===== src/rtl/fifo_rd_packer_if.sv =====
// Read-side FIFO port plus packed-word valid/ready output of the read packer.
// master = packer side, slave = FIFO/consumer side.
interface fifo_rd_packer_if #(
   parameter int DATA_WIDTH = 8,
   parameter int PACK_RATIO = 4
);
   logic                             empty;
   logic [DATA_WIDTH-1:0]            rd_data;
   logic                             r_inc;
   logic                             flush;
   logic [DATA_WIDTH*PACK_RATIO-1:0] out_data;
   logic [PACK_RATIO-1:0]            out_be;
   logic                             out_valid;
   logic                             out_ready;
   logic                             out_last;

   modport master (
      input  empty, rd_data, flush, out_ready,
      output r_inc, out_data, out_be, out_valid, out_last
   );

   modport slave (
      output empty, rd_data, flush, out_ready,
      input  r_inc, out_data, out_be, out_valid, out_last
   );
endinterface


===== src/rtl/fifo_rd_packer.sv =====
// Drains a first-word-fall-through FIFO and packs PACK_RATIO entries per output
// word; FLUSH closes a partial word so trailing bytes never get stranded.
module fifo_rd_packer #(
   parameter int DATA_WIDTH = 8,
   parameter int PACK_RATIO = 4
) (
   input  logic             clk_i,
   input  logic             rst_ni,
   fifo_rd_packer_if.master pk_if
);
   localparam int IDXW = $clog2(PACK_RATIO);
   localparam logic [IDXW-1:0] LAST_IDX = IDXW'(PACK_RATIO - 1);

   typedef enum logic {COLLECT, HOLD} state_e;

   state_e                                 state_q, state_d;
   logic [IDXW-1:0]                        idx_q, idx_d;
   logic [PACK_RATIO-1:0][DATA_WIDTH-1:0]  lanes_q, lanes_d;
   logic [PACK_RATIO-1:0]                  be_q, be_d;
   logic                                   last_q, last_d;
   logic                                   accept, cap, hs;

   // A pop is allowed whenever the current word slot can absorb the head entry,
   // including the cycle in which a held word is handed off.
   assign hs     = (state_q == HOLD) & pk_if.out_ready;
   assign accept = (state_q == COLLECT) | hs;
   assign cap    = rst_ni & ~pk_if.empty & accept;

   assign pk_if.r_inc     = cap;
   assign pk_if.out_data  = lanes_q;
   assign pk_if.out_be    = be_q;
   assign pk_if.out_last  = last_q;
   assign pk_if.out_valid = (state_q == HOLD);

   always_ff @(posedge clk_i or negedge rst_ni) begin
      if (!rst_ni) begin
         state_q <= COLLECT;
         idx_q   <= '0;
         lanes_q <= '0;
         be_q    <= '0;
         last_q  <= 1'b0;
      end else begin
         state_q <= state_d;
         idx_q   <= idx_d;
         lanes_q <= lanes_d;
         be_q    <= be_d;
         last_q  <= last_d;
      end
   end

   always_comb begin
      state_d = state_q;
      idx_d   = idx_q;
      lanes_d = lanes_q;
      be_d    = be_q;
      last_d  = last_q;
      unique case (state_q)
         COLLECT: begin
            if (cap) begin
               lanes_d[idx_q] = pk_if.rd_data;
               be_d[idx_q]    = 1'b1;
               if (idx_q == LAST_IDX || pk_if.flush) begin
                  state_d = HOLD;
                  idx_d   = '0;
                  last_d  = pk_if.flush;
               end else begin
                  idx_d = idx_q + IDXW'(1);
               end
            end else if (pk_if.flush && idx_q != '0) begin
               state_d = HOLD;
               idx_d   = '0;
               last_d  = 1'b1;
            end
         end
         HOLD: begin
            // FLUSH is deliberately ignored here; the word is already closed.
            if (hs) begin
               state_d = COLLECT;
               lanes_d = '0;
               be_d    = '0;
               last_d  = 1'b0;
               idx_d   = '0;
               if (cap) begin
                  lanes_d[0] = pk_if.rd_data;
                  be_d[0]    = 1'b1;
                  idx_d      = IDXW'(1);
               end
            end
         end
         default: state_d = COLLECT;
      endcase
   end
endmodule


===== src/flat_wrapper.sv =====
// flat-port wrapper written by rule: the top's interface ports become plain ports
module fifo_rd_packer_flat 
#(
   parameter int DATA_WIDTH = 8,
   parameter int PACK_RATIO = 4
)
  (clk_i, rst_ni, pk_if_empty, pk_if_rd_data, pk_if_flush, pk_if_out_ready, pk_if_r_inc, pk_if_out_data, pk_if_out_be, pk_if_out_valid, pk_if_out_last);
  fifo_rd_packer_if #(.DATA_WIDTH(DATA_WIDTH), .PACK_RATIO(PACK_RATIO)) pk_if_i ();
  input  logic clk_i;
  input  logic rst_ni;
  input wire logic [$bits(pk_if_i.empty)-1:0] pk_if_empty;
  input wire logic [$bits(pk_if_i.rd_data)-1:0] pk_if_rd_data;
  input wire logic [$bits(pk_if_i.flush)-1:0] pk_if_flush;
  input wire logic [$bits(pk_if_i.out_ready)-1:0] pk_if_out_ready;
  output wire logic [$bits(pk_if_i.r_inc)-1:0] pk_if_r_inc;
  output wire logic [$bits(pk_if_i.out_data)-1:0] pk_if_out_data;
  output wire logic [$bits(pk_if_i.out_be)-1:0] pk_if_out_be;
  output wire logic [$bits(pk_if_i.out_valid)-1:0] pk_if_out_valid;
  output wire logic [$bits(pk_if_i.out_last)-1:0] pk_if_out_last;
  assign pk_if_i.empty = pk_if_empty;
  assign pk_if_i.rd_data = pk_if_rd_data;
  assign pk_if_i.flush = pk_if_flush;
  assign pk_if_i.out_ready = pk_if_out_ready;
  assign pk_if_r_inc = pk_if_i.r_inc;
  assign pk_if_out_data = pk_if_i.out_data;
  assign pk_if_out_be = pk_if_i.out_be;
  assign pk_if_out_valid = pk_if_i.out_valid;
  assign pk_if_out_last = pk_if_i.out_last;
  fifo_rd_packer #(.DATA_WIDTH(DATA_WIDTH), .PACK_RATIO(PACK_RATIO)) u_core (.clk_i(clk_i), .rst_ni(rst_ni), .pk_if(pk_if_i));
endmodule

===== config.mk =====
export PLATFORM = sky130hd
export DESIGN_NAME = fifo_rd_packer_flat
export DESIGN_NICKNAME = d
export VERILOG_FILES = /design/src/rtl/fifo_rd_packer_if.sv /design/src/rtl/fifo_rd_packer.sv /design/src/flat_wrapper.sv
export SDC_FILE = /design/constraint.sdc
export NUM_CORES = 1
export LEC_CHECK = 0
export ABC_CLOCK_PERIOD_IN_PS = 1800
export CORE_UTILIZATION = 40
export DETAILED_ROUTE_END_ITERATION = 10
export PLACE_DENSITY = 0.72
export RECOVER_POWER = 25
export SLEW_MARGIN = 20
export SYNTH_ARGS = -nofsm -noshare
export SYNTH_HDL_FRONTEND = slang
export SYNTH_SLANG_ARGS = --single-unit
export TNS_END_PERCENT = 1

===== constraint.sdc =====
create_clock -name clk_i -period 1.8 [get_ports clk_i]
set_input_delay 0.54 -clock clk_i [delete_from_list [all_inputs] [get_ports clk_i]]
set_output_delay 0.54 -clock clk_i [all_outputs]
set_load 0.1 [all_outputs]

==> results of run 1 <==
layer usage:
layer  track usage, %  vias to the layer above  part of all wire (%)
met4            10.46                        0                   1.4
met1            29.70                      861                    45
met2            33.02                       64                    48
met5                0                        -                     0
li1                 -                      794                     -
met3            4.834                        9                   5.7
flip-flops by register name (all words and copies together), names as in the netlist:
register / flops
u_core.idx_q: 2
u_core.pk_if.out_be: 4
u_core.pk_if.out_data: 32
u_core.pk_if.out_last: 1
u_core.pk_if.out_valid: 1
final cells by class:
cell class              instances  area (um^2)  share of cell area, %
repair buffers                 67         1047                  33.06
flip-flops and latches         40         1005                  31.71
well taps                      67        83.83                  2.646
clock inverters                 2        15.01                 0.4739
inverters                      33        123.9                  3.910
clock buffers                   6        82.58                  2.607
multi-input cells             104        810.8                  25.59
synthesized netlist by cell type:
| cell type | count | area, um^2 |
|---|---|---|
| a21boi_0 | 8 | 60.06 |
| a21o_1 | 1 | 7.510 |
| a21oi_1 | 4 | 20.02 |
| a21oi_4 | 1 | 16.27 |
| a221o_1 | 24 | 240.2 |
| a32oi_1 | 1 | 8.760 |
| and2_1 | 2 | 12.51 |
| buf_1 | 1 | 3.750 |
| buf_2 | 4 | 20.02 |
| buf_4 | 1 | 7.510 |
| buf_6 | 3 | 33.78 |
| clkbuf_1 | 5 | 18.77 |
| dfrtp_1 | 40 | 1001 |
| ha_1 | 4 | 50.05 |
| inv_1 | 33 | 123.9 |
| mux2_2 | 8 | 90.09 |
| nand2_1 | 8 | 30.03 |
| nand2b_1 | 2 | 12.51 |
| nand3_1 | 2 | 10.01 |
| nand3b_1 | 1 | 7.510 |
| nor2_1 | 1 | 3.750 |
| nor2b_1 | 2 | 12.51 |
| nor3b_4 | 1 | 18.77 |
| nor4_1 | 1 | 6.260 |
| o21ai_0 | 28 | 140.1 |
| o21ai_1 | 1 | 5.000 |
| o21ai_2 | 2 | 17.52 |
| o221ai_1 | 1 | 8.760 |
| o31a_1 | 1 | 8.760 |
worst max-delay path by stage:
stage                                     start                                   end  slack, ns
5_1_grt                             pk_if_empty                           pk_if_r_inc     -0.008
2_1_floorplan  u_core.pk_if.out_valid$_DFF_PN0_                           pk_if_r_inc      0.004
6_report                            pk_if_empty                           pk_if_r_inc       0.03
4_1_cts                             pk_if_empty                           pk_if_r_inc      0.002
3_5_place_dp                        pk_if_empty  u_core.pk_if.out_data[9]$_DFFE_PN0P_      -0.31
3_3_place_gp                    pk_if_out_ready                           pk_if_r_inc      -0.28
stage by stage:
step	TNS, ns	hold slack, ns	std cells	setup slack [ns]
6_report	0	0.2400	319	0.03482
3_5_place_dp	-8.997	0.5559	309	-0.3084
3_3_place_gp	-7.616	0.5480	309	-0.2848
4_1_cts	0	0.2378	319	0.001593
2_1_floorplan	0	0.2444	191	0.003929
5_1_grt	-0.007829	0.2346	319	-0.007829
kinds of logic (layout without fill, tap and decap cells):
kind of cell | after synthesis | in the layout
compound gates | 72 | 72
buf+inv | 47 | 108
flops | 40 | 40
simple gates | 20 | 20
mux | 8 | 8
fa+ha+maj | 4 | 4
what timing repair did:
item	in CTS	in global routing
gates cloned	0	0
resized for setup	6	4
setup endpoints to repair	2	4
buffers inserted	2	0
pin swaps	1	0
==> impl_metrics.csv, run 1 <==
group,metric,value,unit
placed_design,port_buffers,51,
synthesis,synth.area.mux_share,4.514,%
setup_path,cp_data_arrival_time,1.23,ns
timing,fmax,566.5,MHz
clock_tree,postCtsHoldBufs,0,
synthesis,syn_area,0.001996,mm^2
timing,grt_setup_unrepaired,"yes",
timing,relSlewSlack,51.51,%
clock_tree,cts_sinks,40,
setup_path,critPathCaptureType,"primary output",
final_layout,fin_util,66.63,%
final_layout,nFillCells,376,
timing,period_share,98.07,%
final_layout,drive_gt1_share,32.94,%
final_layout,nets,268,
timing,fin_skew,0.007149,ns
setup_path,cp_slowest_stage_delay,0.22,ns
grt,first_global_vias,1739,
synthesis,synth_top_family_by_area,"compound AO/OA/AOI/OAI gates",
clock_tree,clock_latency,0.29,ns
placed_design,gp_congestion,0.8197,
routing,ant_nets,0,
die,ios,52,
clock_tree,cts_tree,"done",
setup_path,path_cells,"clkdlybuf4s15_2, nor2b_2, and2_4, buf_12",
final_layout,mostFrequentLayoutCells,"42 x buf_12, 39 x dfrtp_1, 33 x inv_1",
routing,wl,5358,um
synthesis,ys_ff_latch,40,
setup_path,cp_num_buf_inv,2,
setup_path,start_kind,"input pin",
routing,viasPerCell,5.417,
synthesis,ys_types,29,
synthesis,seq_area_frac_synth,50.16,%
die,initial_utilization,41.97,%
routing,drc,0,
grt,grt-ovfl-total,0,
setup_path,r2r_cells,4,
routing,first_pass_iters,4,
die,die_area,0.005276,mm^2
setup_path,crit_slowest_cell,"clkdlybuf4s15_2",
synthesis,synth-xor-area-share,0,%
timing,finalHoldViolCount,0,
setup_path,worstSetupPathType,"input pin to primary output",
die,core,0.004755,mm^2
routing,wire_per_inst,16.80,um
setup_path,critPathMaxFanout,3,
synthesis,synthSimpleGateAreaFrac,5.705,%
placed_design,hpwl,3909,um
grt,track_usage,21.78,%
final_layout,mostFrequentLayoutCell,"buf_12",
die,chipWidth,72.64,um
synthesis,syn_nets,208,
synthesis,synth_cells,191,
timing,period_needed,1.765,ns
synthesis,yosys.area_share.adder,2.508,%
synthesis,avgSynthCellArea,10.45,um^2
grt,grt_first_pass_wirelength,8535,um
timing,final_max_slew_viol_count,0,
clock_tree,path_clk_slew,0.08,ns
grt,grt_max_degree,30,
setup_path,timing.rr.start,"u_core.pk_if.out_valid$_DFF_PN0_",
timing,tightest_slew,0.7273,ns
setup_path,critPathRequiredTime,1.26,ns
die,die_height,72.64,um
clock_tree,htreeDepth,2,
setup_path,r2r_end,"u_core.pk_if.out_data[3]$_DFFE_PN0P_",
setup_path,cp_num_cells,4,
synthesis,synth_warnings,0,
routing,drt_iter0_markers,173,
timing,setup-violations-final,0,
hold_path,hold_path.class,"input pin to async pin",
job,maxCapViolCount,0,
clock_tree,root_buffer,"clkbuf_8",
outcome,outcome,"finished clean",
die,num_rows,25,
placed_design,placedInstanceArea,0.003040,mm^2
final_layout,syn_to_final_growth,58.75,%
setup_path,crit_family,"buffers and inverters",
clock_tree,cts.path.max_buffers,2,
clock_tree,numCtsBuffers,5,
final_layout,diodes,0,
synthesis,synth_compound_area_share,26.71,%
final_layout,stdcell_area,0.003168,mm^2
routing,num_vias,1728,
grt,antenna_found_initial,0,
setup_path,rrSetupSlack,0.07,ns
Power of run 1 is left out: the tool's default activity adds up to more than one toggle a clock period on the data nets, which glitch-free logic cannot reach.
==> run 2: changes to the inputs <==
--- a/config.mk
+++ b/config.mk
@@ -5,10 +5,11 @@
 export SDC_FILE = /design/constraint.sdc
 export NUM_CORES = 1
 export LEC_CHECK = 0
-export ABC_CLOCK_PERIOD_IN_PS = 1800
+export ABC_CLOCK_PERIOD_IN_PS = 1500
 export CORE_UTILIZATION = 40
 export DETAILED_ROUTE_END_ITERATION = 10
-export PLACE_DENSITY = 0.72
+export GPL_ROUTABILITY_DRIVEN = 0
+export PLACE_DENSITY = 0.74
 export RECOVER_POWER = 25
 export SLEW_MARGIN = 20
 export SYNTH_ARGS = -nofsm -noshare
==> constraint.sdc (replaced) <==
create_clock -name clk_i -period 1.5 [get_ports clk_i]
set_input_delay 0.45 -clock clk_i [delete_from_list [all_inputs] [get_ports clk_i]]
set_output_delay 0.45 -clock clk_i [all_outputs]
set_load 0.1 [all_outputs]
==> run 2 against run 1 <==
  * The flow now finishes with violations (negative setup slack)
  * Via count grew 0.58%
  * Final cell count rose by 2.8%
  * Highest routed layer unchanged
  * Critical path type is now register to primary output
  * Register-to-register slack lost 0.15 ns
  * Non-clock buffer count up 9
  * Clock-buffer cell count is 1 higher
  * Routed wire length rose by 1.1%
  * Sequential share of layout area is 1.1 points lower
  * Final area up 3.6%
==> impl_metrics.csv, run 2 (synthesized netlist as in run 1, its figures left out) <==
group,metric,value,unit
placed_design,hpwl,3783,um
clock_tree,cts.path.max_buffers,2,
die,core,0.004755,mm^2
timing,final_max_slew_viol_count,0,
timing,finalHoldViolCount,0,
timing,tightest_slew,0.6264,ns
grt,grt_max_degree,27,
setup_path,critPathCaptureType,"primary output",
routing,wl,5418,um
clock_tree,root_buffer,"clkbuf_8",
hold_path,hold_path.class,"input pin to async pin",
routing,drt_iter0_markers,238,
timing,period_share,114.3,%
setup_path,worstSetupPathType,"register to primary output",
grt,antenna_found_initial,0,
placed_design,dpl_worst_slack,-0.4923,ns
routing,wire_per_inst,16.52,um
final_layout,syn_to_final_growth,64.39,%
setup_path,r2r_cells,4,
setup_path,worstSetupStartpoint,"u_core.pk_if.out_valid$_DFF_PN0_",
grt,grt-ovfl-total,0,
final_layout,mostFrequentLayoutCell,"buf_12",
grt,first_global_vias,1745,
timing,setup_tns,-1.603,ns
routing,drc,0,
timing,period_needed,1.714,ns
routing,num_vias,1738,
die,chipWidth,72.64,um
clock_tree,cts_tree,"done",
final_layout,diodes,0,
die,num_rows,25,
timing,fmax,583.4,MHz
clock_tree,numCtsBuffers,5,
timing,setup-violations-final,36,
outcome,outcome,"finished with violations",
outcome,violations,"negative setup slack",
setup_path,critPathRequiredTime,1.05,ns
setup_path,crit_slowest_cell,"dfrtp_4",
final_layout,nFillCells,346,
setup_path,path_cells,"buf_6, nand2b_4, and2_4, buf_12",
final_layout,drive_gt1_share,36.78,%
die,ios,52,
timing,fin_skew,0.003510,ns
setup_path,critPathMaxFanout,2,
die,initial_utilization,41.97,%
timing,grt_setup_unrepaired,"yes",
setup_path,timing.rr.start,"u_core.pk_if.out_valid$_DFF_PN0_",
placed_design,port_buffers,51,
setup_path,cp_data_arrival_time,1.26,ns
setup_path,cp_slowest_stage_delay,0.48,ns
setup_path,start_kind,"register",
routing,viasPerCell,5.299,
final_layout,nets,277,
clock_tree,postCtsHoldBufs,0,
final_layout,largest_reg_flops,32,
clock_tree,path_clk_slew,0.08,ns
final_layout,mostFrequentLayoutCells,"40 x buf_12, 39 x dfrtp_1, 32 x inv_1",
routing,first_pass_iters,4,
timing,setup_ws,-0.2141,ns
grt,grt_first_pass_wirelength,8838,um
timing,relSlewSlack,58.24,%
clock_tree,clock_latency,0.29,ns
grt,track_usage,22.61,%
job,maxCapViolCount,0,
die,die_height,72.64,um
clock_tree,htreeDepth,2,
routing,ant_nets,0,
die,die_area,0.005276,mm^2
clock_tree,cts_sinks,40,
[run 2: cell count changes in the layout (fill, tap and decap cells not counted), sizes merged]
| cell | delta |
|---|---|
| clkinvlp | -2 |
| buf | +9 |
| dlygate4sd2 | +2 |
| clkdlybuf4s15 | -1 |
| bufinv | +1 |
[run 2: what timing repair did]
| item | 4_1_cts | 5_1_grt |
|---|---|---|
| pin swaps | 16 | 4 |
| cloned | 0 | 0 |
| resized for setup | 20 | 13 |
| setup buffers | 4 | 3 |
| endpoints found under the setup margin | 38 | 41 |
[run 2: worst max-delay path: cells and delay by family, from the launching register on]
family	cells	cell delay, ns
AND/OR/NAND/NOR	2	0.21
flip-flops	1	0.48
buffers and inverters	2	0.29
[run 2: final timing paths]
| check | slack (ns) | to |
|---|---|---|
| worst max-delay path | -0.21 | pk_if_r_inc |
| worst min-delay path | 0.17 | u_core.pk_if.out_data[6]$_DFFE_PN0P_ |
| worst max register to register | -0.08 | u_core.pk_if.out_data[5]$_DFFE_PN0P_ |
| worst min register to register | 0.57 | u_core.pk_if.out_be[0]$_DFFE_PN0P_ |
| max in group asynchronous | 0.71 | u_core.pk_if.out_valid$_DFF_PN0_ |
| min in group clk_i | 0.57 | u_core.pk_if.out_be[0]$_DFFE_PN0P_ |
[run 2: cell type report]
cell class	count	area, um^2	share of cell area, %
multi-input combinational	104	843.3	25.71
tap	67	83.83	2.555
inverter	33	123.9	3.776
timing repair buffer	76	1099	33.49
sequential	40	1005	30.63
clock buffer	7	96.34	2.937
clock inverter	1	30.03	0.9153
[run 2: through the flow]
stage,util [%],hold slack [ns],cell area (um^2),cells
global placement,64.26,0.4833,3055,313
finish,69.00,0.1694,3281,328
CTS,68.03,0.1697,3234,325
global route,69.00,0.1725,3281,328
floorplan,-,0.1544,2018,191
detailed placement,64.26,0.4842,3055,313
[run 2: routing by layer]
layer  vias to the layer above  part of all wire (%)  track usage (%)
met1                       845                    44            31.68
li1                        812                     -                -
met2                        69                    47            33.85
met4                         0                   2.1            8.061
met5                         -                     0                0
met3                        12                   6.7            6.077
Power of run 2 is left out for the same reason.
